[src/rtl/div_seq.sv]
// Multi-cycle radix-2 restoring divider for DIV/DIVU, sitting beside EX.
// Stalls the front of the pipeline while busy and hands {remainder, quotient} to HI/LO writeback.
module div_seq #(
    parameter int DATA_WD = 32
) (
    input  logic                   clk,
    input  logic                   rst,
    input  logic                   start,
    input  logic                   signed_div,
    input  logic [DATA_WD-1:0]     opdata1,
    input  logic [DATA_WD-1:0]     opdata2,
    input  logic                   annul,
    output logic [2*DATA_WD-1:0]   result,
    output logic                   ready,
    output logic                   stallreq,
    output logic                   busy
);

    localparam int CNT_WD = $clog2(DATA_WD);

    typedef enum logic [1:0] {IDLE, ZERO, ON, END} state_e;

    state_e                 state_q;
    logic [CNT_WD-1:0]      cnt_q;
    logic [DATA_WD-1:0]     dividend_q;
    logic [DATA_WD-1:0]     divisor_q;
    logic [DATA_WD-1:0]     rem_q;
    logic                   negQuot_q;
    logic                   negRem_q;
    logic [2*DATA_WD-1:0]   result_q;
    logic                   ready_q;

    logic [DATA_WD-1:0]     absOp1;
    logic [DATA_WD-1:0]     absOp2;
    logic [DATA_WD:0]       remShift;
    logic [DATA_WD:0]       trialDiff;
    logic [DATA_WD-1:0]     rem_d;
    logic [DATA_WD-1:0]     quot_d;
    logic [DATA_WD-1:0]     remFinal;
    logic [DATA_WD-1:0]     quotFinal;

    // The shifted partial remainder can need DATA_WD+1 bits, so the trial
    // subtract is one bit wider and its top bit tells us whether it went negative.
    always_comb begin
        absOp1    = (signed_div && opdata1[DATA_WD-1]) ? -opdata1 : opdata1;
        absOp2    = (signed_div && opdata2[DATA_WD-1]) ? -opdata2 : opdata2;
        remShift  = {rem_q, dividend_q[DATA_WD-1]};
        trialDiff = remShift - {1'b0, divisor_q};
        rem_d     = trialDiff[DATA_WD] ? remShift[DATA_WD-1:0] : trialDiff[DATA_WD-1:0];
        quot_d    = {dividend_q[DATA_WD-2:0], ~trialDiff[DATA_WD]};
        remFinal  = negRem_q  ? -rem_d  : rem_d;
        quotFinal = negQuot_q ? -quot_d : quot_d;
    end

    always_ff @(posedge clk or posedge rst) begin
        if (rst) begin
            state_q    <= IDLE;
            cnt_q      <= '0;
            dividend_q <= '0;
            divisor_q  <= '0;
            rem_q      <= '0;
            negQuot_q  <= 1'b0;
            negRem_q   <= 1'b0;
            result_q   <= '0;
            ready_q    <= 1'b0;
        end else begin
            case (state_q)
                IDLE: begin
                    ready_q <= 1'b0;
                    if (start && !annul) begin
                        if (opdata2 == '0) begin
                            state_q <= ZERO;
                        end else begin
                            state_q    <= ON;
                            dividend_q <= absOp1;
                            divisor_q  <= absOp2;
                            rem_q      <= '0;
                            cnt_q      <= '0;
                            negQuot_q  <= signed_div & (opdata1[DATA_WD-1] ^ opdata2[DATA_WD-1]);
                            negRem_q   <= signed_div & opdata1[DATA_WD-1];
                        end
                    end
                end
                // Divide by zero is architecturally unpredictable; we answer zero.
                ZERO: begin
                    if (annul) begin
                        state_q <= IDLE;
                    end else begin
                        result_q <= '0;
                        ready_q  <= 1'b1;
                        state_q  <= END;
                    end
                end
                ON: begin
                    if (annul) begin
                        state_q <= IDLE;
                    end else begin
                        rem_q      <= rem_d;
                        dividend_q <= quot_d;
                        cnt_q      <= cnt_q + 1'b1;
                        if (cnt_q == CNT_WD'(DATA_WD - 1)) begin
                            result_q <= {remFinal, quotFinal};
                            ready_q  <= 1'b1;
                            state_q  <= END;
                        end
                    end
                end
                // Holding here while start stays high stops the same instruction restarting.
                END: begin
                    if (annul || !start) begin
                        ready_q <= 1'b0;
                        state_q <= IDLE;
                    end
                end
                default: begin
                    ready_q <= 1'b0;
                    state_q <= IDLE;
                end
            endcase
        end
    end

    assign result   = result_q;
    assign ready    = ready_q;
    assign busy     = (state_q != IDLE);
    assign stallreq = start & ~annul & (state_q != END);

endmodule

[config.mk]
export PLATFORM = sky130hd
export DESIGN_NAME = div_seq
export DESIGN_NICKNAME = d
export VERILOG_FILES = /design/src/rtl/div_seq.sv
export SDC_FILE = /design/constraint.sdc
export NUM_CORES = 1
export LEC_CHECK = 0
export CAP_MARGIN = 20
export CORE_ASPECT_RATIO = 1.25
export CORE_MARGIN = 4
export CORE_UTILIZATION = 52
export CTS_BUF_LIST = sky130_fd_sc_hd__clkbuf_8 sky130_fd_sc_hd__clkbuf_16
export CTS_CLUSTER_SIZE = 20
export DETAILED_ROUTE_END_ITERATION = 6
export PLACE_DENSITY = 0.78
export SLEW_MARGIN = 40
export SYNTH_ARGS = -nofsm -noshare
export SYNTH_HDL_FRONTEND = slang
export SYNTH_SLANG_ARGS = --single-unit
[constraint.sdc]
create_clock -name clk -period 6.55 [get_ports clk]
set_clock_uncertainty 0.2 [all_clocks]
set_input_delay 1.965 -clock clk [delete_from_list [all_inputs] [get_ports clk]]
set_output_delay 1.965 -clock clk [all_outputs]
set_load 0.01 [all_outputs]
==> run_summary.xml <==
<?xml version="1.0" encoding="UTF-8"?>
<metrics>
  <group name="timing">
    <metric name="relSlewSlack" unit="%">48.1</metric>
    <metric name="finalMaxSlewViolations" unit="">0</metric>
    <metric name="layout_min_cycle_time" unit="ns">5.62</metric>
    <metric name="max_freq" unit="GHz">0.178</metric>
    <metric name="fin_crit_sh" unit="%">85.8</metric>
    <metric name="setup_viol" unit="">0</metric>
    <metric name="grt_setup_unrepaired" unit="">false</metric>
    <metric name="finalSetupTns" unit="ns">0</metric>
    <metric name="final.hold.worst_slack" unit="ns">0.282</metric>
    <metric name="worst_margin_slew" unit="ns">0.778</metric>
    <metric name="timing_hold_violations_final" unit="">0</metric>
  </group>
  <group name="min_path">
    <metric name="whs_endpoint" unit="">divisor_q[31]$_DFFE_PP0P_</metric>
    <metric name="hold_start" unit="">divisor_q[31]$_DFFE_PP0P_</metric>
    <metric name="min_path_cells" unit="">2</metric>
    <metric name="worst_hold_path_type" unit="">reg -&gt; reg</metric>
  </group>
  <group name="synth">
    <metric name="synth_seq_cells" unit="">170</metric>
    <metric name="synth_top_cell_by_area" unit="">sky130_fd_sc_hd__dfrtp_1</metric>
    <metric name="synth_seq_area_share" unit="%">35.1</metric>
    <metric name="synthTopCellsByArea" unit="">sky130_fd_sc_hd__dfrtp_1 35%, sky130_fd_sc_hd__o21ai_0 6.0%, sky130_fd_sc_hd__nand2_1 5.9%</metric>
    <metric name="synth.yosys.warnings" unit="">0</metric>
    <metric name="yosysUniqueCellTypes" unit="">77</metric>
    <metric name="number_of_synthesized_flops_with_an_enable_pin" unit="">0</metric>
    <metric name="post-synth-top-area-fraction" unit="%">35.1</metric>
    <metric name="ys_async_sr_fraction" unit="%">100</metric>
    <metric name="top_ff_cell_synth" unit="">sky130_fd_sc_hd__dfrtp_1</metric>
    <metric name="syn_nets" unit="">1592</metric>
    <metric name="cell_area_after_technology_mapping" unit="um^2">12100</metric>
    <metric name="synth.avg_cell_area" unit="um^2">8.18</metric>
    <metric name="post_synth_inst_count" unit="">1480</metric>
  </group>
  <group name="critical_path">
    <metric name="critPathKind" unit="">reg -&gt; reg</metric>
    <metric name="worstSetupStartpointType" unit="">register</metric>
    <metric name="reg2reg_slack" unit="ns">0.93</metric>
    <metric name="critPathMaxStageDelay" unit="ns">0.64</metric>
    <metric name="crit_end_category" unit="">register</metric>
    <metric name="worstReg2RegEnd" unit="">result[30]$_DFFE_PP0P_</metric>
    <metric name="timing.critical_path.required" unit="ns">6.63</metric>
    <metric name="crit_fanout" unit="">14</metric>
    <metric name="timing.critical_path.mode_cell" unit="">sky130_fd_sc_hd__nand2b_1</metric>
    <metric name="worst_r2r_startpoint" unit="">dividend_q[31]$_DFFE_PP0P_</metric>
    <metric name="worstPathCellList" unit="">inv_1 &gt; ha_1 &gt; fa_1 &gt; nand2b_1 &gt; a211oi_2 &gt; o21ai_1 &gt; o211a_1 &gt; nor4_1 &gt; a211oi_4 &gt; inv_4 &gt; ha_1 &gt; nand2_1 &gt; or3_1 &gt; nand2b_1 &gt; nand2b_1 &gt; nand2b_1 &gt; o31ai_1 &gt; nand2_1 &gt; xnor2_1 &gt; o21ai_0</metric>
    <metric name="critPathSlowestCell" unit="">sky130_fd_sc_hd__o31ai_1</metric>
    <metric name="worstRegToRegCells" unit="">20</metric>
    <metric name="critical_path_arrival" unit="ns">5.70</metric>
  </group>
  <group name="layout">
    <metric name="antenna-diode-count" unit="">0</metric>
    <metric name="layout.nets" unit="">1685</metric>
    <metric name="final_common_cell" unit="">sky130_fd_sc_hd__nand2_1</metric>
    <metric name="layout_common_cells" unit="">190 x sky130_fd_sc_hd__nand2_1, 170 x sky130_fd_sc_hd__dfrtp_1, 145 x sky130_fd_sc_hd__o21ai_0</metric>
    <metric name="fraction_of_layout_instances_using_a_drive_strength_above_1" unit="%">4.86</metric>
    <metric name="area_growth" unit="%">17.7</metric>
  </group>
  <group name="clocking">
    <metric name="clock_tree.htree_level_count" unit="">4</metric>
    <metric name="cts.reportedPaths.clkPinSlew" unit="ns">0.07</metric>
    <metric name="post-cts-setup-buffers" unit="">0</metric>
    <metric name="clk_latency_worst_skew_pair" unit="ns">0.43</metric>
    <metric name="clkSinkCount" unit="">170</metric>
    <metric name="cts_tree" unit="">built</metric>
    <metric name="clk_root_buffer_cell" unit="">sky130_fd_sc_hd__clkbuf_16</metric>
    <metric name="cts_repair_resize_count" unit="">0</metric>
    <metric name="clk_path_buf_depth" unit="">2</metric>
    <metric name="post_cts_hold_buffer_count" unit="">0</metric>
    <metric name="tritoncts.num_buffers" unit="">17</metric>
  </group>
  <group name="detailed_routing">
    <metric name="detail_route.drc_violations" unit="">0</metric>
    <metric name="drt-wirelength-per-cell" unit="um">18.9</metric>
    <metric name="number_of_search_and_repair_iterations_in_the_first_detailed_routing_pass" unit="">5</metric>
    <metric name="antenna_left" unit="">0</metric>
    <metric name="1st_iter_drt_viols" unit="">827</metric>
    <metric name="finalWirelength" unit="mm">35.4</metric>
    <metric name="post_drt_via_cell_ratio" unit="">6.13</metric>
    <metric name="vias" unit="">11488</metric>
  </group>
  <group name="floorplanning">
    <metric name="floorplan.io_pins" unit="">136</metric>
    <metric name="die_area" unit="um^2">25800</metric>
    <metric name="floorplan.initialDensity" unit="%">52.7</metric>
    <metric name="design.core.area" unit="um^2">23000</metric>
    <metric name="die-height" unit="um">179</metric>
    <metric name="floorplan.rows" unit="">62</metric>
    <metric name="die_width" unit="um">145</metric>
  </group>
  <group name="run">
    <metric name="drv_cap" unit="">0</metric>
  </group>
  <group name="power_and_ir_drop">
    <metric name="pwr_cell_area" unit="nW/um^2">410</metric>
    <metric name="power_leakage" unit="nW">6.00</metric>
    <metric name="power.ir.vdd_worst" unit="V">0.000225</metric>
  </group>
  <group name="placement">
    <metric name="place.port_buffers" unit="">135</metric>
    <metric name="post-dp-hpwl" unit="mm">26.7</metric>
    <metric name="gp_congestion" unit="">0.978</metric>
  </group>
  <group name="global_route">
    <metric name="grt_residual_overflow" unit="">0</metric>
    <metric name="grt_antenna_before_repair" unit="">0</metric>
    <metric name="grt.total_usage" unit="%">27.5</metric>
    <metric name="largest_net_degree_at_the_start_of_global_routing" unit="">88</metric>
    <metric name="grt_pass1_vias" unit="">11106</metric>
    <metric name="grt_pass1_wl" unit="mm">56.4</metric>
  </group>
  <group name="outcome">
    <metric name="run_status" unit="">finished clean</metric>
  </group>
</metrics>
-- cell families (layout without fill, tap and decap cells) --
family | count (synthesis) | after routing | share of synthesized area, %
compound gates | 454 | 454 | 24.0
xor+xnor | 143 | 143 | 10.3
fa+ha+maj | 43 | 43 | 4.50
buf+inv | 138 | 243 | 4.46
flops | 170 | 170 | 35.1
mux | 22 | 22 | 1.94
simple gates | 510 | 510 | 19.6
-- state kept, by name, summed over array words and instances (netlist names) --
signal / cells
dividend_q: 32
cnt_q: 5
divisor_q: 32
negRem_q: 1
rem_q: 32
negQuot_q: 1
state_q: 2
result: 64
ready: 1
-- report_power, final --
group / switching, mW / internal, mW / leakage (nW)
registers: 0.301 / 1.40 / 2.22
clock network: 0.449 / 0.546 / 0.272
logic: 1.87 / 1.27 / 3.51
total: 2.63 / 3.22 / 6.00
-- layer usage --
metal | routed length, um | global-route usage, % | part of all wire [%] | up-vias
met2 | 18400 | 49.1 | 52 | 370
met1 | 13500 | 31.4 | 38 | 5516
met5 | 0 | 0 | 0 | -
met3 | 1410 | 3.65 | 4.0 | 122
li1 | - | - | - | 5480
met4 | 2020 | 14.6 | 5.7 | 0
-- synth_stat cells, types with 22 or more instances --
cell type,number
sky130_fd_sc_hd__ha_1,42
sky130_fd_sc_hd__nor3_1,41
sky130_fd_sc_hd__nand3_1,22
sky130_fd_sc_hd__o21ai_0,145
sky130_fd_sc_hd__nand2_1,190
sky130_fd_sc_hd__clkbuf_1,59
sky130_fd_sc_hd__a21oi_1,112
sky130_fd_sc_hd__nor2_1,141
sky130_fd_sc_hd__inv_1,60
sky130_fd_sc_hd__xor2_1,67
sky130_fd_sc_hd__xnor2_1,76
sky130_fd_sc_hd__dfrtp_1,170
sky130_fd_sc_hd__o31ai_1,25
-- how the worst max path moves through the flow --
stage	startpoint	endpoint	slack (ns)	depth (start not counted)
6_report	dividend_q[31]$_DFFE_PP0P_	result[30]$_DFFE_PP0P_	0.93	20
5_1_grt	dividend_q[31]$_DFFE_PP0P_	result[30]$_DFFE_PP0P_	0.57	20
4_1_cts	annul	stallreq	0.94	4
3_5_place_dp	opdata2[4]	dividend_q[14]$_DFFE_PP0P_	0.82	13
3_3_place_gp	opdata2[4]	dividend_q[8]$_DFFE_PP0P_	0.81	12
2_1_floorplan	dividend_q[31]$_DFFE_PP0P_	result[28]$_DFFE_PP0P_	1.16	23
-- per-stage QoR --
stage          utilization [%]  instance area (um^2)  worst slack (ns)  power (mW)  cells
2_1_floorplan                -                 12100              1.16        3.74   1480
3_3_place_gp              59.4                 13600             0.805        4.75   1841
3_5_place_dp              59.6                 13700             0.821        4.82   1842
4_1_cts                   62.1                 14200             0.938        5.83   1873
5_1_grt                   62.1                 14300             0.573        6.26   1873
6_report                  62.1                 14300             0.929        5.84   1873
-- final cells by class --
type / count / area, um^2
clock inverters: 12 / 115
flip-flops and latches: 170 / 4250
repair buffers: 151 / 1500
inverters: 61 / 235
fillers: 2048 / 8700
clock buffers: 19 / 453
well taps: 288 / 360
multi-input cells: 1172 / 7340
-- worst max-delay path: cells and delay by family (launching register included) --
kind	cells	cell delay [ns]
buffers and inverters	2	0.27
AND/OR/NAND/NOR	8	1.92
flip-flops	1	0.40
XOR/XNOR	1	0.18
AO/OA/AOI/OAI	6	1.67
adder cells (fa/ha/maj)	3	0.82
No activity file was read; power rests on OpenSTA's default activity.
